### config.mk
export PLATFORM = sky130hd
export DESIGN_NAME = inst_encoder
export DESIGN_NICKNAME = d
export VERILOG_FILES = /design/src/rtl/inst_encoder.sv
export SDC_FILE = /design/constraint.sdc
export NUM_CORES = 1
export LEC_CHECK = 0
export ABC_CLOCK_PERIOD_IN_PS = 3700
export CAP_MARGIN = 20
export CORE_ASPECT_RATIO = 0.8
export CORE_MARGIN = 5
export CORE_UTILIZATION = 54
export CTS_BUF_LIST = sky130_fd_sc_hd__clkbuf_2
export CTS_CLUSTER_SIZE = 16
export DETAILED_ROUTE_END_ITERATION = 7
export GPL_TIMING_DRIVEN = 0
export PLACE_DENSITY_LB_ADDON = 0.08
export SYNTH_ARGS = -nofsm -noshare
export SYNTH_HDL_FRONTEND = slang
export SYNTH_SLANG_ARGS = --single-unit
### constraint.sdc
create_clock -name clk -period 3.7 [get_ports clk]
set_clock_uncertainty 0.2 [all_clocks]
set_input_delay 0.555 -clock clk [delete_from_list [all_inputs] [get_ports clk]]
set_output_delay 0.555 -clock clk [all_outputs]
set_load 0.1 [all_outputs]
### src/rtl/inst_encoder.sv
// ============================================================================
// Module   : inst_encoder
// Purpose  : Accepts decoded instruction fields over a valid/ready handshake,
//            encodes each into a 16-bit instruction word and writes it
//            sequentially into an instruction memory.
//            Loading stops on HALT or when the memory is full.
//            Illegal opcodes raise a sticky error flag and are dropped.
// Config   : `define ENC_HALT_PAD_EN
//            After the HALT word, every remaining address is filled with NOP
//            (16'h0000), one word per cycle, before DONE is entered.
// Ports    : clk, rst        - clock, synchronous active-high reset
//            start_i         - one-cycle pulse that begins a program load
//            in_valid_i      - instruction fields valid
//            in_ready_o      - encoder ready for the next instruction
//            op_i, rd_i, rs_i, rt_i, imm_i - instruction fields
//            imem_we_o, imem_addr_o, imem_wdata_o - memory write port
//            count_o         - words written since the last start
//            busy_o, done_o, full_o, err_o     - status flags
// Revision : 1.0 - initial release
// ============================================================================
`default_nettype none

module inst_encoder #(
  parameter int ADDR_W = 8
) (
  input  logic              clk,
  input  logic              rst,
  input  logic              start_i,
  input  logic              in_valid_i,
  output logic              in_ready_o,
  input  logic [4:0]        op_i,
  input  logic [2:0]        rd_i,
  input  logic [2:0]        rs_i,
  input  logic [2:0]        rt_i,
  input  logic [5:0]        imm_i,
  output logic              imem_we_o,
  output logic [ADDR_W-1:0] imem_addr_o,
  output logic [15:0]       imem_wdata_o,
  output logic [ADDR_W:0]   count_o,
  output logic              busy_o,
  output logic              done_o,
  output logic              full_o,
  output logic              err_o
);

  // Address of the last memory word, and a width-matched increment.
  localparam logic [ADDR_W:0] c_LAST = {1'b0, {ADDR_W{1'b1}}};
  localparam logic [ADDR_W:0] c_ONE  = {{ADDR_W{1'b0}}, 1'b1};

`ifdef ENC_HALT_PAD_EN
  typedef enum logic [1:0] {
    S_IDLE = 2'd0,
    S_LOAD = 2'd1,
    S_DONE = 2'd2,
    S_PAD  = 2'd3
  } state_t;
`else
  typedef enum logic [1:0] {
    S_IDLE = 2'd0,
    S_LOAD = 2'd1,
    S_DONE = 2'd2
  } state_t;
`endif

  state_t              state_q;
  // wptr_q counts accepted words and leads count_q by one cycle, because
  // count_q only advances once the corresponding write has been presented.
  logic [ADDR_W:0]     wptr_q;
  logic [ADDR_W:0]     count_q;
  logic                we_q;
  logic [ADDR_W-1:0]   addr_q;
  logic [15:0]         wdata_q;
  logic                ready_q;
  logic                busy_q;
  logic                done_q;
  logic                full_q;
  logic                err_q;

  logic [15:0]         wdata_d;
  logic                legal_d;
  logic                halt_d;
  logic                xfer_d;

  assign xfer_d = in_valid_i & ready_q;

  // --------------------------------------------------------------------------
  // Instruction encoder; fields not used by a format are forced to zero.
  // --------------------------------------------------------------------------
  always_comb begin
    wdata_d = 16'h0000;
    legal_d = 1'b1;
    halt_d  = 1'b0;
    case (op_i)
      5'd0:  wdata_d = 16'h0000;                                  // NOP
      5'd1:  begin                                                // HALT
        wdata_d = 16'h0001;
        halt_d  = 1'b1;
      end
      5'd2:  wdata_d = {4'b0010, rs_i, rd_i, imm_i};              // LB
      5'd3:  wdata_d = {4'b0100, rs_i, rt_i, imm_i};              // SB
      5'd4:  wdata_d = {4'b0101, rs_i, rd_i, imm_i};              // ADDI
      5'd5:  wdata_d = {4'b0110, rs_i, rd_i, imm_i};              // ANDI
      5'd6:  wdata_d = {4'b0111, rs_i, rd_i, imm_i};              // ORI
      5'd7:  wdata_d = {4'b1111, rs_i, rt_i, rd_i, 3'b000};       // ADD
      5'd8:  wdata_d = {4'b1111, rs_i, rt_i, rd_i, 3'b001};       // SUB
      // Shifts carry no second source register: the rt slot is zero.
      5'd9:  wdata_d = {4'b1111, rs_i, 3'b000, rd_i, 3'b010};     // SRA
      5'd10: wdata_d = {4'b1111, rs_i, 3'b000, rd_i, 3'b011};     // SRL
      5'd11: wdata_d = {4'b1111, rs_i, 3'b000, rd_i, 3'b100};     // SLL
      5'd12: wdata_d = {4'b1111, rs_i, rt_i, rd_i, 3'b101};       // AND
      5'd13: wdata_d = {4'b1111, rs_i, rt_i, rd_i, 3'b110};       // OR
      5'd14: wdata_d = {4'b1000, rs_i, rt_i, imm_i};              // BEQ
      5'd15: wdata_d = {4'b1001, rs_i, rt_i, imm_i};              // BNE
      5'd16: wdata_d = {4'b1010, rs_i, 3'b000, imm_i};            // BGEZ
      5'd17: wdata_d = {4'b1011, rs_i, 3'b000, imm_i};            // BLTZ
      default: legal_d = 1'b0;
    endcase
  end

  // --------------------------------------------------------------------------
  // Control FSM with registered outputs.
  // --------------------------------------------------------------------------
  always_ff @(posedge clk) begin
    if (rst) begin
      state_q <= S_IDLE;
      wptr_q  <= '0;
      count_q <= '0;
      we_q    <= 1'b0;
      addr_q  <= '0;
      wdata_q <= 16'h0000;
      ready_q <= 1'b0;
      busy_q  <= 1'b0;
      done_q  <= 1'b0;
      full_q  <= 1'b0;
      err_q   <= 1'b0;
    end else begin
      we_q <= 1'b0;
      // The word presented last cycle is now committed.
      if (we_q) begin
        count_q <= count_q + c_ONE;
      end

      case (state_q)
        S_IDLE, S_DONE: begin
          if (start_i) begin
            state_q <= S_LOAD;
            wptr_q  <= '0;
            count_q <= '0;
            ready_q <= 1'b1;
            busy_q  <= 1'b1;
            done_q  <= 1'b0;
            full_q  <= 1'b0;
            err_q   <= 1'b0;
          end
        end

        S_LOAD: begin
          if (xfer_d) begin
            if (!legal_d) begin
              err_q <= 1'b1;
            end else begin
              we_q    <= 1'b1;
              addr_q  <= wptr_q[ADDR_W-1:0];
              wdata_q <= wdata_d;
              wptr_q  <= wptr_q + c_ONE;
              if (halt_d) begin
                ready_q <= 1'b0;
`ifdef ENC_HALT_PAD_EN
                if (wptr_q == c_LAST) begin
                  state_q <= S_DONE;
                  busy_q  <= 1'b0;
                  done_q  <= 1'b1;
                end else begin
                  state_q <= S_PAD;
                end
`else
                state_q <= S_DONE;
                busy_q  <= 1'b0;
                done_q  <= 1'b1;
`endif
              end else if (wptr_q == c_LAST) begin
                // Memory exhausted without a HALT.
                state_q <= S_DONE;
                ready_q <= 1'b0;
                busy_q  <= 1'b0;
                done_q  <= 1'b1;
                full_q  <= 1'b1;
              end
            end
          end
        end

`ifdef ENC_HALT_PAD_EN
        S_PAD: begin
          we_q    <= 1'b1;
          addr_q  <= wptr_q[ADDR_W-1:0];
          wdata_q <= 16'h0000;
          wptr_q  <= wptr_q + c_ONE;
          if (wptr_q == c_LAST) begin
            state_q <= S_DONE;
            busy_q  <= 1'b0;
            done_q  <= 1'b1;
          end
        end
`endif

        default: begin
          state_q <= S_IDLE;
          ready_q <= 1'b0;
          busy_q  <= 1'b0;
          done_q  <= 1'b0;
        end
      endcase
    end
  end

  assign in_ready_o   = ready_q;
  assign imem_we_o    = we_q;
  assign imem_addr_o  = addr_q;
  assign imem_wdata_o = wdata_q;
  assign count_o      = count_q;
  assign busy_o       = busy_q;
  assign done_o       = done_q;
  assign full_o       = full_q;
  assign err_o        = err_q;

endmodule

`default_nettype wire

## Yosys cells after proc, flatten, opt, wreduce, memory -nomap -nowiden

Cells that the tools add are included.

| cells by class | value |
|---|---|
| add/sub/neg operators | 2 |
| equal/unequal tests | 27 |
| muxes and demuxes | 36 |
| bitwise gates (word level) | 3 |
| reductions and logical operators | 11 |

Operator list:

| kind | count |
|---|---|
| 16-bit case mux with 17 select lines | 1 |
| 9-bit two-way mux | 6 |
| 5-bit by 4-bit equality test with 1-bit output, second input constant | 8 |
| 5-bit by 3-bit equality test with 1-bit output, second input constant | 4 |
| 9-bit by 1-bit adder with 9-bit output, second input constant | 2 |
| 1-bit two-way mux | 18 |
| 9-bit case mux with 2 select lines | 1 |
| 18-bit OR reduction | 1 |
| 2-bit != test, second input constant | 6 |
| 4-bit AND reduction | 3 |
| 5-bit by 2-bit equality test with 1-bit output, second input constant | 2 |
| 5-bit equality test, second input constant | 2 |
| 2-bit two-way mux | 5 |
| 9-bit by 8-bit equality test with 1-bit output, second input constant | 1 |
| 1-bit case mux with 2 select lines | 4 |
| 6-bit AND reduction | 1 |
| 5-bit by 1-bit equality test with 1-bit output, second input constant | 1 |
| 5-bit zero test | 1 |
| 2-bit case mux with 2 select lines | 1 |
| 3-bit != test, second input constant | 1 |
| 3-bit AND reduction | 1 |
| 3-bit OR reduction | 1 |
| 2-bit by 1-bit equality test with 1-bit output, second input constant | 1 |
| 2-bit equality test, second input constant | 1 |
| 5 further kinds | 6 |

| storage, ports and cells | value |
|---|---|
| register bits after elaboration | 49 |
| bits of input ports | 24 |
| logic and storage cells | 89 |

## Longest topological paths before layout

Gate-level depths: netlist (run 1).

| depth | value |
|---|---|
| word-level depth | 6 |
| gate-level depth with buffers | 7 |
| depth with buffers taken out | 7 |

## Worst setup path after synthesis (run 1)

Ideal clock, no wire load.

| timing | value |
|---|---|
| path type | register -> register |
| start point | register, netlist name busy_o |
| end point | register wdata_q[4] (netlist: imem_wdata_o[4]) |
| setup time | 0.086 ns |
| arrival time | 2.035 ns |
| slack | 1.380 ns |
| cell stages (with the launch flop) | 6 |
| clock period less this slack | 2.320 ns |
| cells stage by stage | dfxtp_1 -> nand4b_1 -> a21oi_2 -> buf_2 -> nor2_1 -> a211oi_1 |

RTL lines:

| what | RTL line | RTL |
|---|---|---|
| end signal, assigned | 164 | `wdata_q <= wdata_d;` |
| end, declared | 72 | `logic [15:0] wdata_q;` |

==> results of run 1 <==
## synthesized netlist by cell type (2+ instances only)
library cell	number	share of area
nor4_1	2	0.0053
dfxtp_1	48	0.41
nand3_1	5	0.011
nor2b_1	3	0.0080
a311oi_1	3	0.011
o221ai_1	2	0.0074
nor2_1	32	0.051
xnor2_1	2	0.0074
a221oi_1	4	0.015
nand4_1	6	0.016
ha_1	3	0.016
xor2_1	5	0.019
clkbuf_1	9	0.014
o21ai_0	15	0.032
and3_1	3	0.0080
a211oi_1	6	0.019
nand2_1	30	0.048
a22o_1	3	0.011
a21boi_0	3	0.0095
nor3_1	9	0.019
nand3b_1	2	0.0064
a21o_1	2	0.0064
o21a_1	2	0.0064
a21oi_1	26	0.055
inv_1	7	0.011
nand2b_1	7	0.019
mux2i_1	3	0.013
and4b_1	2	0.0085
a31oi_1	5	0.013
buf_2	11	0.023
or3_1	12	0.032
## cell usage in the layout, fill, tap and decap left out, types with 3 or more instances in the layout
| cell type | synthesis | final |
|---|---|---|
| a211oi_1 | 6 | 6 |
| a21boi_0 | 3 | 3 |
| a21oi_1 | 26 | 26 |
| a221oi_1 | 4 | 4 |
| a22o_1 | 3 | 3 |
| a311oi_1 | 3 | 3 |
| a31oi_1 | 5 | 5 |
| and3_1 | 3 | 3 |
| buf_2 | 11 | 11 |
| clkbuf_1 | 9 | 9 |
| clkbuf_2 | 0 | 5 |
| clkdlybuf4s50_1 | 0 | 61 |
| dfxtp_1 | 48 | 48 |
| ha_1 | 3 | 3 |
| inv_1 | 7 | 7 |
| mux2i_1 | 3 | 3 |
| nand2_1 | 30 | 30 |
| nand2b_1 | 7 | 7 |
| nand3_1 | 5 | 5 |
| nand4_1 | 6 | 6 |
| nor2_1 | 32 | 32 |
| nor2b_1 | 3 | 3 |
| nor3_1 | 9 | 9 |
| o21ai_0 | 15 | 15 |
| or3_1 | 12 | 12 |
| xor2_1 | 5 | 5 |
## sequential cells by signal (all words and copies together), names as in the netlist
register / cells
imem_we_o: 1
imem_wdata_o: 16
wptr_q: 9
busy_o: 1
full_o: 1
err_o: 1
done_o: 1
imem_addr_o: 8
count_o: 9
state_q: 1
## metrics by stage
| step | power (mW) | setup slack (ps) | std cells |
|---|---|---|---|
| after floorplan | 0.651 | 1380 | 292 |
| after global placement | 0.708 | 870 | 410 |
| after detailed placement | 0.710 | 873 | 410 |
| after CTS | 1.06 | 752 | 418 |
| after global routing | 1.10 | 633 | 418 |
| final | 1.06 | 766 | 418 |
## power groups by stage
stage          clock network [mW]  logic, mW  registers (mW)
2_1_floorplan                   0     0.0768           0.574
3_3_place_gp                    0      0.168           0.540
3_5_place_dp                    0      0.170           0.540
4_1_cts                     0.362      0.171           0.531
5_1_grt                     0.383      0.185           0.533
6_report                    0.361      0.173           0.531
## area by class of cell
cell class / count / area share
Tap cell: 57 / 0.0227
Timing Repair Buffer: 61 / 0.195
Inverter: 7 / 0.00838
Clock inverter: 3 / 0.0219
Multi-Input combinational cell: 215 / 0.406
Clock buffer: 5 / 0.00798
Buffer: 22 / 0.0319
Sequential cell: 48 / 0.306
## worst min-delay path, cell delays in order (launching register included)
cell and delay [ps]:
dfxtp_1 370, nand2_1 50, a21oi_1 50
## metal layers
metal / up-vias / routed length [um] / GRT usage
li1: 1195 / - / -
met1: 1120 / 3100 / 0.312
met2: 89 / 2840 / 0.334
met3: 7 / 406 / 0.0464
met4: 0 / 58 / 0.0571
met5: - / 0 / 0
## cells by family (layout without fill, tap and decap cells)
family,after synthesis,in the layout,synth area share
AOI/OAI and AO/OA,83,83,0.234
DFF,48,48,0.407
buffers and inverters,29,98,0.0536
muxes,4,4,0.0175
xor gates and xnor gates,7,7,0.0260
adders and majority gates,3,3,0.0159
and+or+nand+nor,118,118,0.246
## worst max path at each step
| stage | startpoint | endpoint | slack, ps | cells after the start |
|---|---|---|---|---|
| floorplan | busy_o | imem_wdata_o[4] | 1380 | 5 |
| global placement | op_i[1] | busy_o | 870 | 6 |
| detailed placement | op_i[1] | busy_o | 870 | 6 |
| CTS | busy_o | in_ready_o | 750 | 2 |
| global route | busy_o | in_ready_o | 630 | 2 |
| finish | busy_o | in_ready_o | 770 | 2 |
==> impl_metrics.csv, run 1 <==
group,metric,value,unit
grt,grt_use_total,0.218,
detailed_routing,avgRoutedWirePerCell,15.3,um
floorplan,dieWidth,83.9,um
worst_setup_path,crit_type,"flop to primary output",
logic_synthesis,synth_edf_count,0,
finish,area_growth,32.9,%
detailed_routing,final_antenna_net_count,0,
logic_synthesis,avgSynthCellArea,8.08,sq um
sta,tightest_slew,977,ps
grt,grt_max_degree,17,
logic_synthesis,syn-cell-area,2360,sq um
logic_synthesis,async_reset_ff_frac,0,
grt,grt_pass1_wl,10.6,mm
worst_setup_path,startpoint_type,"flop",
logic_synthesis,ys.flop_type,"dfxtp_1",
pwr,switchingPower,0.294,mW
floorplan,ios,63,
worst_setup_path,reg2reg_to,"full_o",
detailed_routing,viasPerCell,5.77,
clock_tree,root_buffer,"clkbuf_2",
placement,post_dp_cell_area,3040,sq um
clock_tree,cts_tree,"yes",
finish,final_core_util,0.746,
sta,setup_tns,0,ps
sta,fin_crit_sh,0.793,
clock_tree,cts_buffers,5,
finish,regArea,961,sq um
finish,fill_cells,335,
grt,antenna_found_initial,0,
logic_synthesis,yosysWarnings,0,
logic_synthesis,synth_nets,319,
sta,holdWs,273,ps
finish,antenna_cells,0,
worst_setup_path,reg2reg_depth,7,
pwr,clkPwrFrac,0.339,
worst_setup_path,cp-end-kind,"primary output",
logic_synthesis,ys_types,51,
finish,design_area,3140,sq um
sta,max_freq,341,MHz
worst_setup_path,required,2940,ps
clock_tree,cts_setup_buffers,0,
clock_tree,clk_pin_slew,240,ps
pwr,netSwitchingFraction,0.276,
floorplan,num_rows,21,
min_path,hold_start,"wptr_q[8]",
worst_setup_path,path_max_fanout,7,
job,timing.max_cap.violations,0,
sta,period_needed,2930,ps
worst_setup_path,regToRegStartpoint,"wptr_q[0]",
worst_setup_path,worst-path-buf-inv,2,
sta,setup_viol,0,
detailed_routing,vias,2411,
worst_setup_path,critPathTopFamily,"buffers and inverters",
floorplan,start_util,0.561,
pwr,power_density,340,nW/um^2
min_path,holdPathStages,2,
grt,grt_overflow,0,
finish,multi_input_area,1270,sq um
grt,grt_pass1_vias,2282,
min_path,whs_endpoint,"wptr_q[8]",
floorplan,die_area,5800,sq um
pwr,combPwrFrac,0.162,
detailed_routing,detail_route.drc_violations,0,
floorplan,die_h,69.1,um
status,status,"finished clean",
worst_setup_path,regToRegSetupSlack,1660,ps
worst_setup_path,cp_cell_sequence,"buf_4, clkdlybuf4s50_1",
worst_setup_path,cpMaxStageDelayCell,"clkdlybuf4s50_1",
clock_tree,clkSinkCount,48,
worst_setup_path,cpPeakStageDelay,1120,ps
logic_synthesis,netlist_instances,292,
finish,final_nets,387,
sta,slew_headroom,0.346,
pwr,ir_worst_vdd,0.340,mV
pwr,intPower,0.771,mW
pwr,p_seq_frac,0.499,
logic_synthesis,ys_ff_latch,48,
clock_tree,cts_max_level,2,
pwr,leakagePower,1.08,nW
sta,rsz0062_at_grt,"false",
logic_synthesis,seq_area_frac_synth,0.407,
worst_setup_path,cp.arrival,2180,ps
clock_tree,ctsResizeCount,0,
detailed_routing,drt_iter0_markers,160,
clock_tree,cts_buffer_depth,2,
finish,drive_gt1_frac,0.0693,
placement,hpwl,4.69,mm
placement,gp_congestion,0.906,
clock_tree,clk_latency,440,ps
floorplan,core_area,4200,sq um
detailed_routing,routed_wl,6.41,mm
sta,hold_viol,0,
clock_tree,postCtsHoldBufs,0,
sta,final_max_slew_viol_count,0,
min_path,hp-class,"flop to flop",
detailed_routing,dr.pass1.iters,4,
placement,portBuffers,61,
(Power assumes the default switching activity.)
==> run 2: changes to the inputs <==
--- a/config.mk
+++ b/config.mk
@@ -5,11 +5,11 @@
 export SDC_FILE = /design/constraint.sdc
 export NUM_CORES = 1
 export LEC_CHECK = 0
-export ABC_CLOCK_PERIOD_IN_PS = 3700
+export ABC_CLOCK_PERIOD_IN_PS = 2530
 export CAP_MARGIN = 20
 export CORE_ASPECT_RATIO = 0.8
 export CORE_MARGIN = 5
-export CORE_UTILIZATION = 54
+export CORE_UTILIZATION = 45
 export CTS_BUF_LIST = sky130_fd_sc_hd__clkbuf_2
 export CTS_CLUSTER_SIZE = 16
 export DETAILED_ROUTE_END_ITERATION = 7
==> constraint.sdc (replaced) <==
create_clock -name clk -period 2.53 [get_ports clk]
set_clock_uncertainty 0.2 [all_clocks]
set_input_delay 0.3795 -clock clk [delete_from_list [all_inputs] [get_ports clk]]
set_output_delay 0.3795 -clock clk [all_outputs]
set_load 0.1 [all_outputs]
==> run 2 against run 1 <==
- worst hold slack lost 140 ps
- die area grew 17%
- sequential power grew 46%
- core utilization shrank 14 points
- flip-flop and latch count is the same
- non-clock buffer count is the same
- critical path depth shrank 1
- critical endpoint is now count_o[2]
- power grew 26%
- critical path type unchanged
- highest routed layer unchanged
- cell count grew 1.2%
- global-route usage shrank 2.7 points
- largest power group unchanged
==> impl_metrics.csv, run 2 (synthesis gave the netlist of run 1 again) <==
group,metric,value,unit
finish,area_growth,30.3,%
detailed_routing,final_antenna_net_count,0,
sta,rsz0062_at_grt,"false",
finish,drive_gt1_frac,0.0693,
floorplan,num_rows,23,
finish,fill_cells,483,
finish,largest_reg_flops,16,
worst_setup_path,reg2reg_depth,7,
min_path,whs_endpoint,"imem_wdata_o[2]",
worst_setup_path,startpoint_type,"flop",
pwr,leakagePower,1.37,nW
grt,grt_use_total,0.191,
clock_tree,cts_setup_buffers,0,
grt,antenna_found_initial,0,
floorplan,dieWidth,91.0,um
finish,mostFrequentLayoutCells,"dfxtp_1 (48), nor2_1 (32), nand2_1 (30)",
clock_tree,cts_tree,"yes",
worst_setup_path,regToRegStartpoint,"wptr_q[0]",
worst_setup_path,regToRegSetupSlack,450,ps
floorplan,ios,63,
finish,multi_input_area,1270,sq um
pwr,ir_worst_vdd,0.323,mV
clock_tree,cts_buffer_depth,2,
worst_setup_path,crit_type,"flop to primary output",
min_path,hp-class,"input pin to flop",
clock_tree,clk_latency,420,ps
sta,setup_tns,0,ps
min_path,holdPathStages,2,
clock_tree,cts_buffers,5,
placement,post_dp_cell_area,3050,sq um
grt,grt_overflow,0,
grt,grt_pass1_vias,2239,
worst_setup_path,setup.worst_path.start,"count_o[2]",
job,timing.max_cap.violations,0,
sta,hold_viol,0,
worst_setup_path,path_max_fanout,6,
finish,final_nets,387,
floorplan,die_h,74.8,um
worst_setup_path,reg2reg_to,"busy_o",
sta,period_needed,2360,ps
detailed_routing,vias,2350,
floorplan,die_area,6800,sq um
clock_tree,cts_max_level,2,
placement,hpwl,4.65,mm
clock_tree,root_buffer,"clkbuf_2",
finish,antenna_cells,0,
finish,layout_commonest_cell,"dfxtp_1",
sta,final_max_slew_viol_count,0,
sta,fin_crit_sh,0.934,
worst_setup_path,cp_cell_sequence,"dlygate4sd2_1",
sta,tightest_slew,976,ps
detailed_routing,dr.pass1.iters,4,
floorplan,start_util,0.469,
sta,slew_headroom,0.352,
grt,grt_max_degree,15,
status,status,"finished clean",
detailed_routing,drt_iter0_markers,133,
finish,final_core_util,0.610,
worst_setup_path,required,1950,ps
floorplan,core_area,5040,sq um
detailed_routing,viasPerCell,5.56,
grt,grt_pass1_wl,10.6,mm
pwr,power_density,436,nW/um^2
finish,design_area,3070,sq um
min_path,hold_start,"rst",
placement,gp_congestion,0.885,
finish,finalNonFillerCells,423,
detailed_routing,routed_wl,6.37,mm
sta,setup_viol,0,
worst_setup_path,worst-path-buf-inv,1,
worst_setup_path,cp-end-kind,"primary output",
pwr,power.total,1.34,mW
placement,portBuffers,61,
clock_tree,clk_pin_slew,260,ps
detailed_routing,detail_route.drc_violations,0,
detailed_routing,avgRoutedWirePerCell,15.1,um
clock_tree,clkSinkCount,48,
worst_setup_path,cpMaxStageDelayCell,"dlygate4sd2_1",
sta,max_freq,423,MHz
worst_setup_path,cpPeakStageDelay,890,ps
worst_setup_path,cp.arrival,1780,ps
worst_setup_path,critPathTopFamily,"buffers and inverters",
finish,regArea,961,sq um
placement,dp_cells,415,
run 2: cell count changes in the layout (fill, tap and decap cells not counted):
cell	change
clkdlybuf4s50_1	-39
dlygate4sd2_1	+28
dlymetal6s2s_1	+10
bufinv_16	-2
clkbuf_2	+2
clkinv_1	+1
clkinvlp_4	+1
inv_6	-1
run 2: through the flow:
step                worst slack [ps]  hold WS, ps
floorplan                        210          232
detailed placement              -175          237
global placement               -99.8          234
global route                    54.2          153
CTS                            0.573          130
finish                           167          138
run 2: how the worst max path moves through the flow:
stage	cells after the start	slack, ps	end
global route	1	50	count_o[2]
finish	1	170	count_o[2]
detailed placement	6	-170	busy_o
global placement	6	-100	busy_o
floorplan	5	210	imem_wdata_o[4]
CTS	1	0.6	imem_wdata_o[10]
run 2: repair_timing:
item,4_1_cts,5_1_grt
hold buffers,0,0
hold endpoints to repair,0,0
setup endpoints to repair,29,11
pin swaps,0,0
resized for setup,29,12
run 2: where the power goes:
part           total [mW]  leakage [nW]  internal (mW)  switching [mW]
Clock               0.317        0.0266         0.0689           0.248
Sequential          0.776         0.387          0.767         0.00848
Combinational       0.247         0.954         0.0844           0.162
Total                1.34          1.37          0.921           0.419
run 2: area by class of cell:
class,count,area share
Buffer,22,0.0326
Clock buffer,6,0.00977
Clock inverter,2,0.00366
Inverter,7,0.00855
Multi-Input combinational cell,215,0.414
Sequential cell,48,0.313
Tap cell,62,0.0252
Timing Repair Buffer,61,0.194
run 2: routing by layer:
layer | global-route usage | routed length (um) | vias up | share of wire
li1 | - | - | 1186 | -
met3 | 0.0529 | 428 | 4 | 0.067
met5 | 0 | 0 | - | 0
met4 | 0.0554 | 50 | 0 | 0.0079
met2 | 0.278 | 2560 | 72 | 0.40
met1 | 0.277 | 3330 | 1088 | 0.52
